**src/rtl/switch_conditioner.sv**
```systemverilog
// Synchronizes, debounces and frame-latches active-low switch inputs, with press/release strobes.
// Optional per-channel auto-repeat on held presses is enabled by defining SWITCH_CONDITIONER_REPEAT_EN.
module switch_conditioner #(
  parameter int NUM_SW          = 3,
  parameter int DEBOUNCE_CYCLES = 31500,
  parameter int CNT_W           = 15,
  parameter int REPEAT_DELAY    = 20,
  parameter int REPEAT_RATE     = 6
) (
  input  logic              clk,
  input  logic              reset,
  input  logic              vsync,
  input  logic [NUM_SW-1:0] sw_n,
  output logic [NUM_SW-1:0] sw_n_clean,
  output logic [NUM_SW-1:0] frame_sw_n,
  output logic [NUM_SW-1:0] press,
  output logic [NUM_SW-1:0] release_strobe
);

  typedef enum logic [1:0] {UP, PEND_DN, DN, PEND_UP} state_t;

  localparam logic [CNT_W-1:0] ACCEPT = CNT_W'(DEBOUNCE_CYCLES - 1);
  localparam logic [CNT_W-1:0] ONE    = CNT_W'(1);

  logic [NUM_SW-1:0] sync_a;
  logic [NUM_SW-1:0] sync_s;
  logic              vsync_d;
  logic              rise;

  assign rise = vsync & ~vsync_d;

  // Frame latch samples the clean level as it stood before this edge's debouncer update.
  always_ff @(posedge clk or negedge reset) begin
    if (!reset) begin
      sync_a     <= '1;
      sync_s     <= '1;
      vsync_d    <= 1'b0;
      frame_sw_n <= '1;
    end else begin
      sync_a  <= sw_n;
      sync_s  <= sync_a;
      vsync_d <= vsync;
      if (rise) begin
        frame_sw_n <= sw_n_clean;
      end
    end
  end

  for (genvar i = 0; i < NUM_SW; i++) begin : g_ch
    state_t           state;
    logic [CNT_W-1:0] cnt;
    logic             clean_q;
    logic             press_q;
    logic             rel_q;
    logic             s;

    assign s                 = sync_s[i];
    assign sw_n_clean[i]     = clean_q;
    assign press[i]          = press_q;
    assign release_strobe[i] = rel_q;

`ifdef SWITCH_CONDITIONER_REPEAT_EN
    localparam logic [7:0] RPT_DELAY  = 8'(REPEAT_DELAY);
    localparam logic [7:0] RPT_RELOAD = 8'(REPEAT_DELAY - REPEAT_RATE);
    logic [7:0] fcnt;

    // Repeats are only generated while the channel stays in DN, so they cannot meet a release.
    always_ff @(posedge clk or negedge reset) begin
      if (!reset) begin
        state   <= UP;
        cnt     <= '0;
        clean_q <= 1'b1;
        press_q <= 1'b0;
        rel_q   <= 1'b0;
        fcnt    <= '0;
      end else begin
        press_q <= 1'b0;
        rel_q   <= 1'b0;
        case (state)
          UP: begin
            if (!s) begin
              state <= PEND_DN;
              cnt   <= ONE;
            end else begin
              cnt <= '0;
            end
          end
          PEND_DN: begin
            if (s) begin
              state <= UP;
              cnt   <= '0;
            end else if (cnt == ACCEPT) begin
              state   <= DN;
              cnt     <= '0;
              clean_q <= 1'b0;
              press_q <= 1'b1;
              fcnt    <= '0;
            end else begin
              cnt <= cnt + ONE;
            end
          end
          DN: begin
            if (s) begin
              state <= PEND_UP;
              cnt   <= ONE;
              fcnt  <= '0;
            end else begin
              cnt <= '0;
              if (rise) begin
                if (fcnt + 8'd1 == RPT_DELAY) begin
                  press_q <= 1'b1;
                  fcnt    <= RPT_RELOAD;
                end else begin
                  fcnt <= fcnt + 8'd1;
                end
              end
            end
          end
          PEND_UP: begin
            if (!s) begin
              state <= DN;
              cnt   <= '0;
            end else if (cnt == ACCEPT) begin
              state   <= UP;
              cnt     <= '0;
              clean_q <= 1'b1;
              rel_q   <= 1'b1;
            end else begin
              cnt <= cnt + ONE;
            end
          end
          default: state <= UP;
        endcase
      end
    end
`else
    // Acceptance at DEBOUNCE_CYCLES-1 keeps the counter from ever wrapping.
    always_ff @(posedge clk or negedge reset) begin
      if (!reset) begin
        state   <= UP;
        cnt     <= '0;
        clean_q <= 1'b1;
        press_q <= 1'b0;
        rel_q   <= 1'b0;
      end else begin
        press_q <= 1'b0;
        rel_q   <= 1'b0;
        case (state)
          UP: begin
            if (!s) begin
              state <= PEND_DN;
              cnt   <= ONE;
            end else begin
              cnt <= '0;
            end
          end
          PEND_DN: begin
            if (s) begin
              state <= UP;
              cnt   <= '0;
            end else if (cnt == ACCEPT) begin
              state   <= DN;
              cnt     <= '0;
              clean_q <= 1'b0;
              press_q <= 1'b1;
            end else begin
              cnt <= cnt + ONE;
            end
          end
          DN: begin
            if (s) begin
              state <= PEND_UP;
              cnt   <= ONE;
            end else begin
              cnt <= '0;
            end
          end
          PEND_UP: begin
            if (!s) begin
              state <= DN;
              cnt   <= '0;
            end else if (cnt == ACCEPT) begin
              state   <= UP;
              cnt     <= '0;
              clean_q <= 1'b1;
              rel_q   <= 1'b1;
            end else begin
              cnt <= cnt + ONE;
            end
          end
          default: state <= UP;
        endcase
      end
    end
`endif
  end

endmodule

```
**config.mk**
```make
export PLATFORM = sky130hd
export DESIGN_NAME = switch_conditioner
export DESIGN_NICKNAME = d
export VERILOG_FILES = /design/src/rtl/switch_conditioner.sv
export SDC_FILE = /design/constraint.sdc
export NUM_CORES = 1
export LEC_CHECK = 0
export CORE_MARGIN = 2
export CORE_UTILIZATION = 54
export CTS_BUF_LIST = sky130_fd_sc_hd__clkbuf_16
export CTS_CLUSTER_DIAMETER = 40
export DETAILED_ROUTE_END_ITERATION = 10
export PLACE_DENSITY_LB_ADDON = 0.15
export SLEW_MARGIN = 20
export SYNTH_ARGS = -nofsm -noshare
export SYNTH_HDL_FRONTEND = slang
export SYNTH_SLANG_ARGS = --single-unit
```
**constraint.sdc**
```tcl
create_clock -name clk -period 4.93 [get_ports clk]
set_input_delay 1.479 -clock clk [delete_from_list [all_inputs] [get_ports clk]]
set_output_delay 1.479 -clock clk [all_outputs]
set_load 0.05 [all_outputs]
```
* Word level (Yosys, flattened, before mapping)
Cells that the tools add are included.
** Cells by class
- $add $sub $neg :: 3
- $mul :: 0
- Div/mod/pow operators :: 0
- Magnitude comparators :: 0
- Equality and inequality tests :: 36
- Shift-type cells :: 0
- Mux-type cells :: 69
- Bitwise gates (word level) :: 2
- Reduce and logical (&&, ||, !) cells :: 12
** Operator list (count)
- $pmux W15 S4 :: 3
- $mux W15 :: 9
- $add A15 B1 Y15 const B :: 3
- $eq A15 B15 Y1 const B :: 3
- $mux W2 :: 18
- $ne A2 B2 Y1 const B :: 18
- $mux W1 :: 33
- $pmux W2 S4 :: 3
- $ne A3 B3 Y1 const B :: 6
- $reduce_and A5 Y1 :: 3
- $eq A2 B2 Y1 const B :: 6
- $reduce_and A4 Y1 :: 3
- $eq A2 B1 Y1 const B :: 3
- $logic_not A2 Y1 :: 3
- $pmux W1 S2 :: 3
- $reduce_bool A2 Y1 :: 3
- $and A1 B1 Y1 :: 1
- $not A1 Y1 :: 1
** Word-level totals
- Bits in registers :: 70
- Latch bits :: 0
- Bits in writable memories :: 0
- Memory bits (read-only) :: 0
- Bits of input ports :: 6
- Output and inout port bits :: 12
- Memories :: 0

* Logic depth before layout (Yosys ltp)
Gate-level depths: netlist (run 1).
- Depth in word-level cells :: 4
- Gate-level depth with buffers :: 7
- Mapped depth without buffers :: 5

* Worst setup path before layout (run 1)
Ideal clock, no wire load.
- Path type :: register to output
- From :: register g_ch[0].clean_q
- To :: output port sw_n_clean[0]
- Arrival time :: 705 ps
- Data required time :: 3451 ps
- Setup slack :: 2746 ps
- Cell stages (with the launch flop) :: 2
- Cell sequence :: dfstp_2 -> buf_4
** RTL lines
- from (decl) :: line 52 : logic clean_q;
- from (signal assigned) :: line 142 : clean_q <= 1'b1;
- from (signal assigned) :: line 164 : clean_q <= 1'b0;
- from (signal assigned) :: line 185 : clean_q <= 1'b1;
- to (decl) :: line 14 : output logic [NUM_SW-1:0] sw_n_clean,
No word-level cell between the ends.

* Worst setup path after layout (run 1)
- From :: register g_ch[0].clean_q
- To :: output port sw_n_clean[0]
No word-level cell between the ends.

==> results.py, run 1 <==
metrics = {
    "outcome": {
        "status": "finished clean",
    },
    "global_routing": {
        "grt_max_degree": 49,
        "busiest_layer": "met2",
        "met2_usage_pct": 30.6,
        "grt_util_met3_pct": 4.62,
        "antenna_found_initial": 0,
        "grt_usage_pct": 19.8,
        "overflow": 0,
        "grt_pass1_vias": 2163,
        "gr-usage-met1_pct": 26.1,
        "grt_pass1_wl_um": 9940,
    },
    "critical_path": {
        "crit_type": "reg2out",
        "worstPathArrival_ns": 1.69,
        "crit_fanout": 4,
        "crit_chain": "clkdlybuf4s50_1",
        "path_buf_inv": 1,
        "critPathRequiredTime_ns": 3.45,
        "slowest_delay_ns": 0.80,
        "critPathSlowestCell": "clkdlybuf4s50_1",
        "critPathCaptureType": "primary output",
        "path_depth": 1,
        "r2r_cells": 4,
        "critPathLaunchType": "flop",
        "cp_top_family": "buffers and inverters",
    },
    "logic_synthesis": {
        "avgSynthCellArea_um2": 10.4,
        "syn_area_mm2": 0.00328,
        "synth_common_cells": "58 x dfrtp_1, 55 x nor2_1, 31 x xnor2_1",
        "syn_nets": 324,
        "ys.flop_type": "dfrtp_1",
        "synthCells": 315,
        "synth_top_area_cell": "dfrtp_1",
        "async_flop_share_pct": 100,
        "yosysWarnings": 0,
        "synth-seq-cells": 70,
        "ys_seq_area_share_pct": 53.9,
        "synth_top_area_share_pct": 44.3,
        "synthTopCellsByArea": "dfrtp_1 44%, dfstp_2 9.6%, xnor2_1 8.3%",
        "synth.distinct_cells": 39,
        "yosysMostFrequentCell": "dfrtp_1",
        "synth_edf_count": 0,
    },
    "pwr": {
        "vdd_ir_drop_max_uv": 256,
        "cellPowerDensity_mw_per_mm2": 353,
        "power.total_mw": 1.33,
        "leakage_nw": 1.42,
    },
    "timing": {
        "final.setup_skew_ns": 0.00535,
        "finalCriticalPeriod_ns": 3.16,
        "period_share_pct": 64.2,
        "maxSlewHeadroom_pct": 60.8,
        "rsz0062_at_grt": "no",
        "slew_violations": 0,
        "hold_viol": 0,
        "final-setup-viol-count": 0,
        "tightest_slew_ns": 0.589,
        "max_freq_ghz": 0.316,
        "tns_ns": 0,
    },
    "die": {
        "rows": 28,
        "die_w_um": 81.9,
        "ios": 18,
        "fp.dieH_um": 81.9,
        "core_mm2": 0.00589,
        "initial_utilization_pct": 55.7,
        "dieArea_mm2": 0.00671,
    },
    "drt": {
        "wl_um": 5760,
        "detail_route.vias_per_cell": 5.45,
        "firstDrtPassIters": 4,
        "drc_errors": 0,
        "ant_nets": 0,
        "routed-via-count": 2214,
        "wl_per_cell_um": 14.2,
        "drt_iter0_drc": 91,
    },
    "cts": {
        "clk_pin_slew_ns": 0.06,
        "cts.path.max_buffers": 2,
        "cts.sinks": 70,
        "htree_num_levels": 3,
        "cts_tree": "done",
        "cts_buffers": 9,
        "cts_resized": 0,
        "ctsRootBufferMaster": "clkbuf_16",
        "postCtsSetupBuffers": 0,
        "clock_latency_ns": 0.32,
        "ctsHoldBuffers": 0,
    },
    "final_layout": {
        "fillers": 477,
        "nets": 335,
        "drive_gt1_share_pct": 13.0,
        "num_antenna_cells": 0,
        "area_growth_pct": 14.7,
    },
    "placed_design": {
        "gp_congestion": 0.799,
        "place_hpwl_um": 3730,
        "io_buffers": 17,
    },
    "min_path": {
        "holdPathStages": 0,
        "hp-class": "reg2reg",
    },
    "flow_run": {
        "maxCapViolCount": 0,
    },
}
## sequential cells by signal, indices dropped and copies added, names as in the netlist, named ones only
register      flops
vsync_d           1
g_ch.rel_q        3
sync_s            3
g_ch.cnt         45
g_ch.press_q      3
g_ch.state        3
g_ch.clean_q      3
sync_a            3
frame_sw_n        3
## final timing paths
kind                                             to                        start  slack, ns
setup / recovery                      sw_n_clean[0]  g_ch[0].clean_q$_DFFE_PN1P_       1.77
hold / removal                  sync_s[1]$_DFF_PN1_          sync_a[1]$_DFF_PN1_       0.36
setup reg to reg           g_ch[2].cnt[7]$_DFF_PN0_     g_ch[2].cnt[5]$_DFF_PN0_       2.88
hold reg to reg                 sync_s[1]$_DFF_PN1_          sync_a[1]$_DFF_PN1_       0.36
max in group asynchronous       sync_s[1]$_DFF_PN1_                        reset       3.00
min in group asynchronous  g_ch[1].cnt[8]$_DFF_PN0_                        reset       1.16
## layout make-up
cell class / count / area [um^2] / share of cell area [%]
clock buffers: 9 / 225 / 5.99
clock inverters: 7 / 103 / 2.73
inverters: 12 / 45.0 / 1.20
multi-input cells: 215 / 1350 / 36.0
flip-flops and latches: 70 / 1770 / 47.0
well taps: 75 / 93.8 / 2.50
repair buffers: 18 / 175 / 4.66
## layout by cell type (no fill, tap or decap), types with 2 or more instances in the layout
cell	Yosys	final
or4_4	2	2
nand3_1	19	19
nand4_1	11	11
xnor2_1	31	31
dfrtp_1	58	58
clkdlybuf4s50_1	0	16
clkbuf_16	0	9
nor3_1	11	11
nor4_1	11	11
or3b_2	2	2
xor2_1	9	9
dfstp_2	12	12
nor2_1	55	55
ha_1	3	3
inv_1	12	12
o21a_1	2	2
a21oi_1	3	3
bufinv_16	0	2
inv_6	0	4
o21ai_0	7	7
and2_1	2	2
mux2_2	3	3
buf_4	9	2
nand2_1	19	19
nand4bb_1	6	6
or4_1	2	2
nand3b_1	4	4
## cell families after synthesis
logic type	Yosys count	synth area share, %
fa+ha+maj	3	1.15
mux	4	1.34
simple gates	154	25.6
compound gates	14	2.48
xor+xnor	40	10.7
flops	70	53.9
buf+inv	30	4.85
## report_power, final
part           switching (mW)  internal [mW]  leakage, nW  total, mW
clock                   0.252          0.450        0.157      0.702
combinational          0.0216         0.0105        0.343     0.0321
sequential            0.00779          0.584        0.920      0.592
total                   0.281           1.04         1.42       1.33
## stage by stage
stage | cells | setup WS [ns] | cell area [um^2] | hold slack [ns] | util [%]
global placement | 390 | 2.12 | 3430 | 0.346 | 58.3
global route | 406 | 1.73 | 3760 | 0.363 | 63.9
floorplan | 315 | 2.75 | 3280 | 0.345 | -
finish | 406 | 1.77 | 3760 | 0.356 | 63.9
detailed placement | 390 | 2.11 | 3430 | 0.348 | 58.3
CTS | 406 | 1.76 | 3760 | 0.357 | 63.9
## layer usage
metal	wire length, um	share of wire, %	vias up
met5	0	0	-
met4	116	2.0	0
met3	164	2.8	11
met2	2800	49	34
met1	2680	47	1070
li1	-	-	1099
Note: power is estimated with default switching activity, not from simulation.
==> run 2: changes to the inputs <==
CORE_UTILIZATION = 53   (was 54)
clock period = 2.9 ns   (was 4.93 ns; I/O delays follow)
==> run 2 against run 1 <==
Combinational power rose by 76%. Clock-buffer cell count unchanged. Utilization fell by 0.79 points. Cell count unchanged. Clock power grew 64%. Register-to-register slack lost 2.1 ns. Worst hold slack worse by 0.0013 ns. Sequential power rose by 71%. Setup slack worse by 1.4 ns. Critical path depth unchanged. Via count fell by 1.4%. Non-clock buffer count stayed put.
==> results.py, run 2 (synthesis results as in run 1) <==
metrics = {
    "global_routing": {
        "grt_max_degree": 71,
        "gr-usage-met1_pct": 27.1,
        "grt_pass1_wl_um": 10200,
        "grt_pass1_vias": 2167,
        "met2_usage_pct": 29.9,
        "antenna_found_initial": 0,
        "grt_util_met3_pct": 5.87,
        "overflow": 0,
        "busiest_layer": "met2",
        "grt_usage_pct": 19.8,
    },
    "timing": {
        "hold_viol": 0,
        "final.setup_skew_ns": 0.00611,
        "maxSlewHeadroom_pct": 63.9,
        "finalCriticalPeriod_ns": 2.55,
        "tightest_slew_ns": 0.540,
        "slew_violations": 0,
        "period_share_pct": 87.9,
        "rsz0062_at_grt": "no",
        "tns_ns": 0,
        "final-setup-viol-count": 0,
        "max_freq_ghz": 0.392,
    },
    "min_path": {
        "hp-class": "reg2reg",
    },
    "cts": {
        "ctsRootBufferMaster": "clkbuf_16",
        "cts_resized": 0,
        "ctsHoldBuffers": 0,
        "cts_buffers": 9,
        "clk_pin_slew_ns": 0.06,
        "clock_latency_ns": 0.33,
        "cts_tree": "done",
        "htree_num_levels": 3,
        "cts.path.max_buffers": 2,
        "postCtsSetupBuffers": 0,
        "cts.sinks": 70,
    },
    "pwr": {
        "p_sw_share_pct": 20.5,
        "seqPwrFrac_pct": 45.5,
        "leakage_nw": 1.42,
        "switching_power_mw": 0.455,
        "vdd_ir_drop_max_uv": 478,
        "clkPwrFrac_pct": 52.0,
        "p_int_mw": 1.76,
        "pwr-share-comb_pct": 2.5,
        "cellPowerDensity_mw_per_mm2": 589,
    },
    "final_layout": {
        "layout_common_cells": "58 x dfrtp_1, 55 x nor2_1, 31 x xnor2_1",
        "nets": 335,
        "largest_reg_flops": 45,
        "drive_gt1_share_pct": 12.7,
        "top_register": "g_ch.cnt",
        "stdcell_count": 406,
        "area_growth_pct": 14.7,
        "num_antenna_cells": 0,
        "final_common_cell": "dfrtp_1",
    },
    "drt": {
        "wl_per_cell_um": 14.0,
        "ant_nets": 0,
        "drc_errors": 0,
        "detail_route.vias_per_cell": 5.38,
        "wl_um": 5690,
        "firstDrtPassIters": 4,
        "routed-via-count": 2184,
        "drt_iter0_drc": 107,
    },
    "critical_path": {
        "crit_fanout": 4,
        "critPathLaunch": "g_ch[1].clean_q$_DFFE_PN1P_",
        "path_depth": 1,
        "regToRegSetupSlack_ns": 0.83,
        "r2r-start": "g_ch[2].cnt[5]$_DFF_PN0_",
        "crit_chain": "clkdlybuf4s50_1",
        "critPathCaptureType": "primary output",
        "slowest_delay_ns": 0.80,
        "critPathSlowestCell": "clkdlybuf4s50_1",
        "critPathLaunchType": "flop",
        "r2r_end": "g_ch[2].cnt[9]$_DFF_PN0_",
        "crit_type": "reg2out",
        "setup.worst_path.end": "sw_n_clean[1]",
        "cp_top_family": "buffers and inverters",
        "critPathRequiredTime_ns": 2.03,
        "worstPathArrival_ns": 1.68,
        "path_buf_inv": 1,
        "r2r_cells": 4,
    },
    "die": {
        "ios": 18,
        "fp.dieH_um": 82.6,
        "die_w_um": 82.6,
        "initial_utilization_pct": 55.0,
        "dieArea_mm2": 0.00683,
        "core_mm2": 0.00596,
        "rows": 28,
    },
    "placed_design": {
        "io_buffers": 17,
        "dp_cells": 390,
        "gp_congestion": 0.785,
        "place_hpwl_um": 3700,
    },
    "outcome": {
        "status": "finished clean",
    },
    "flow_run": {
        "maxCapViolCount": 0,
    },
}
## run 2: cell count changes in the layout (fill, tap and decap cells not counted)
cell	change
buf_12	+1
buf_2	+1
buf_4	-2
clkinv_2	+2
clkinv_4	+1
inv_1	+1
inv_6	-4
## run 2: worst min-delay path by stage
| stage | from | to | depth (start not counted) |
|---|---|---|---|
| 2_1_floorplan | sync_a[0]$_DFF_PN1_ | sync_s[0]$_DFF_PN1_ | 0 |
| 3_5_place_dp | sync_a[2]$_DFF_PN1_ | sync_s[2]$_DFF_PN1_ | 0 |
| 3_3_place_gp | sync_a[2]$_DFF_PN1_ | sync_s[2]$_DFF_PN1_ | 0 |
| 6_report | sync_a[2]$_DFF_PN1_ | sync_s[2]$_DFF_PN1_ | 0 |
| 5_1_grt | sync_a[2]$_DFF_PN1_ | sync_s[2]$_DFF_PN1_ | 0 |
| 4_1_cts | sync_a[2]$_DFF_PN1_ | sync_s[2]$_DFF_PN1_ | 0 |
## run 2: through the flow
step	cell area (um^2)	utilization [%]	power, mW	setup WS [ns]	hold WS (ns)
2_1_floorplan	3280	-	1.05	1.12	0.345
3_3_place_gp	3440	57.8	1.08	0.704	0.346
3_5_place_dp	3440	57.8	1.08	0.693	0.348
4_1_cts	3760	63.1	2.25	0.331	0.356
5_1_grt	3760	63.1	2.30	0.291	0.360
6_report	3760	63.1	2.22	0.352	0.355
## run 2: cell type report
class                   count  area (um^2)
fillers                   481         2200
flip-flops and latches     70         1770
multi-input cells         215         1350
clock buffers               9          225
repair buffers             18          185
well taps                  75         93.8
clock inverters             7         90.1
inverters                  12         45.0
## run 2: power groups by stage
stage / Combinational, mW / Clock, mW / Sequential, mW
2_1_floorplan: 0.0282 / 0 / 1.02
3_3_place_gp: 0.0577 / 0 / 1.02
3_5_place_dp: 0.0591 / 0 / 1.02
4_1_cts: 0.0592 / 1.18 / 1.01
5_1_grt: 0.0663 / 1.22 / 1.01
6_report: 0.0564 / 1.15 / 1.01
## run 2: layer usage
metal / share of wire (%) / vias up
li1: - / 1085
met1: 48 / 1054
met2: 47 / 40
met3: 3.6 / 5
met4: 0.93 / 0
met5: 0 / -
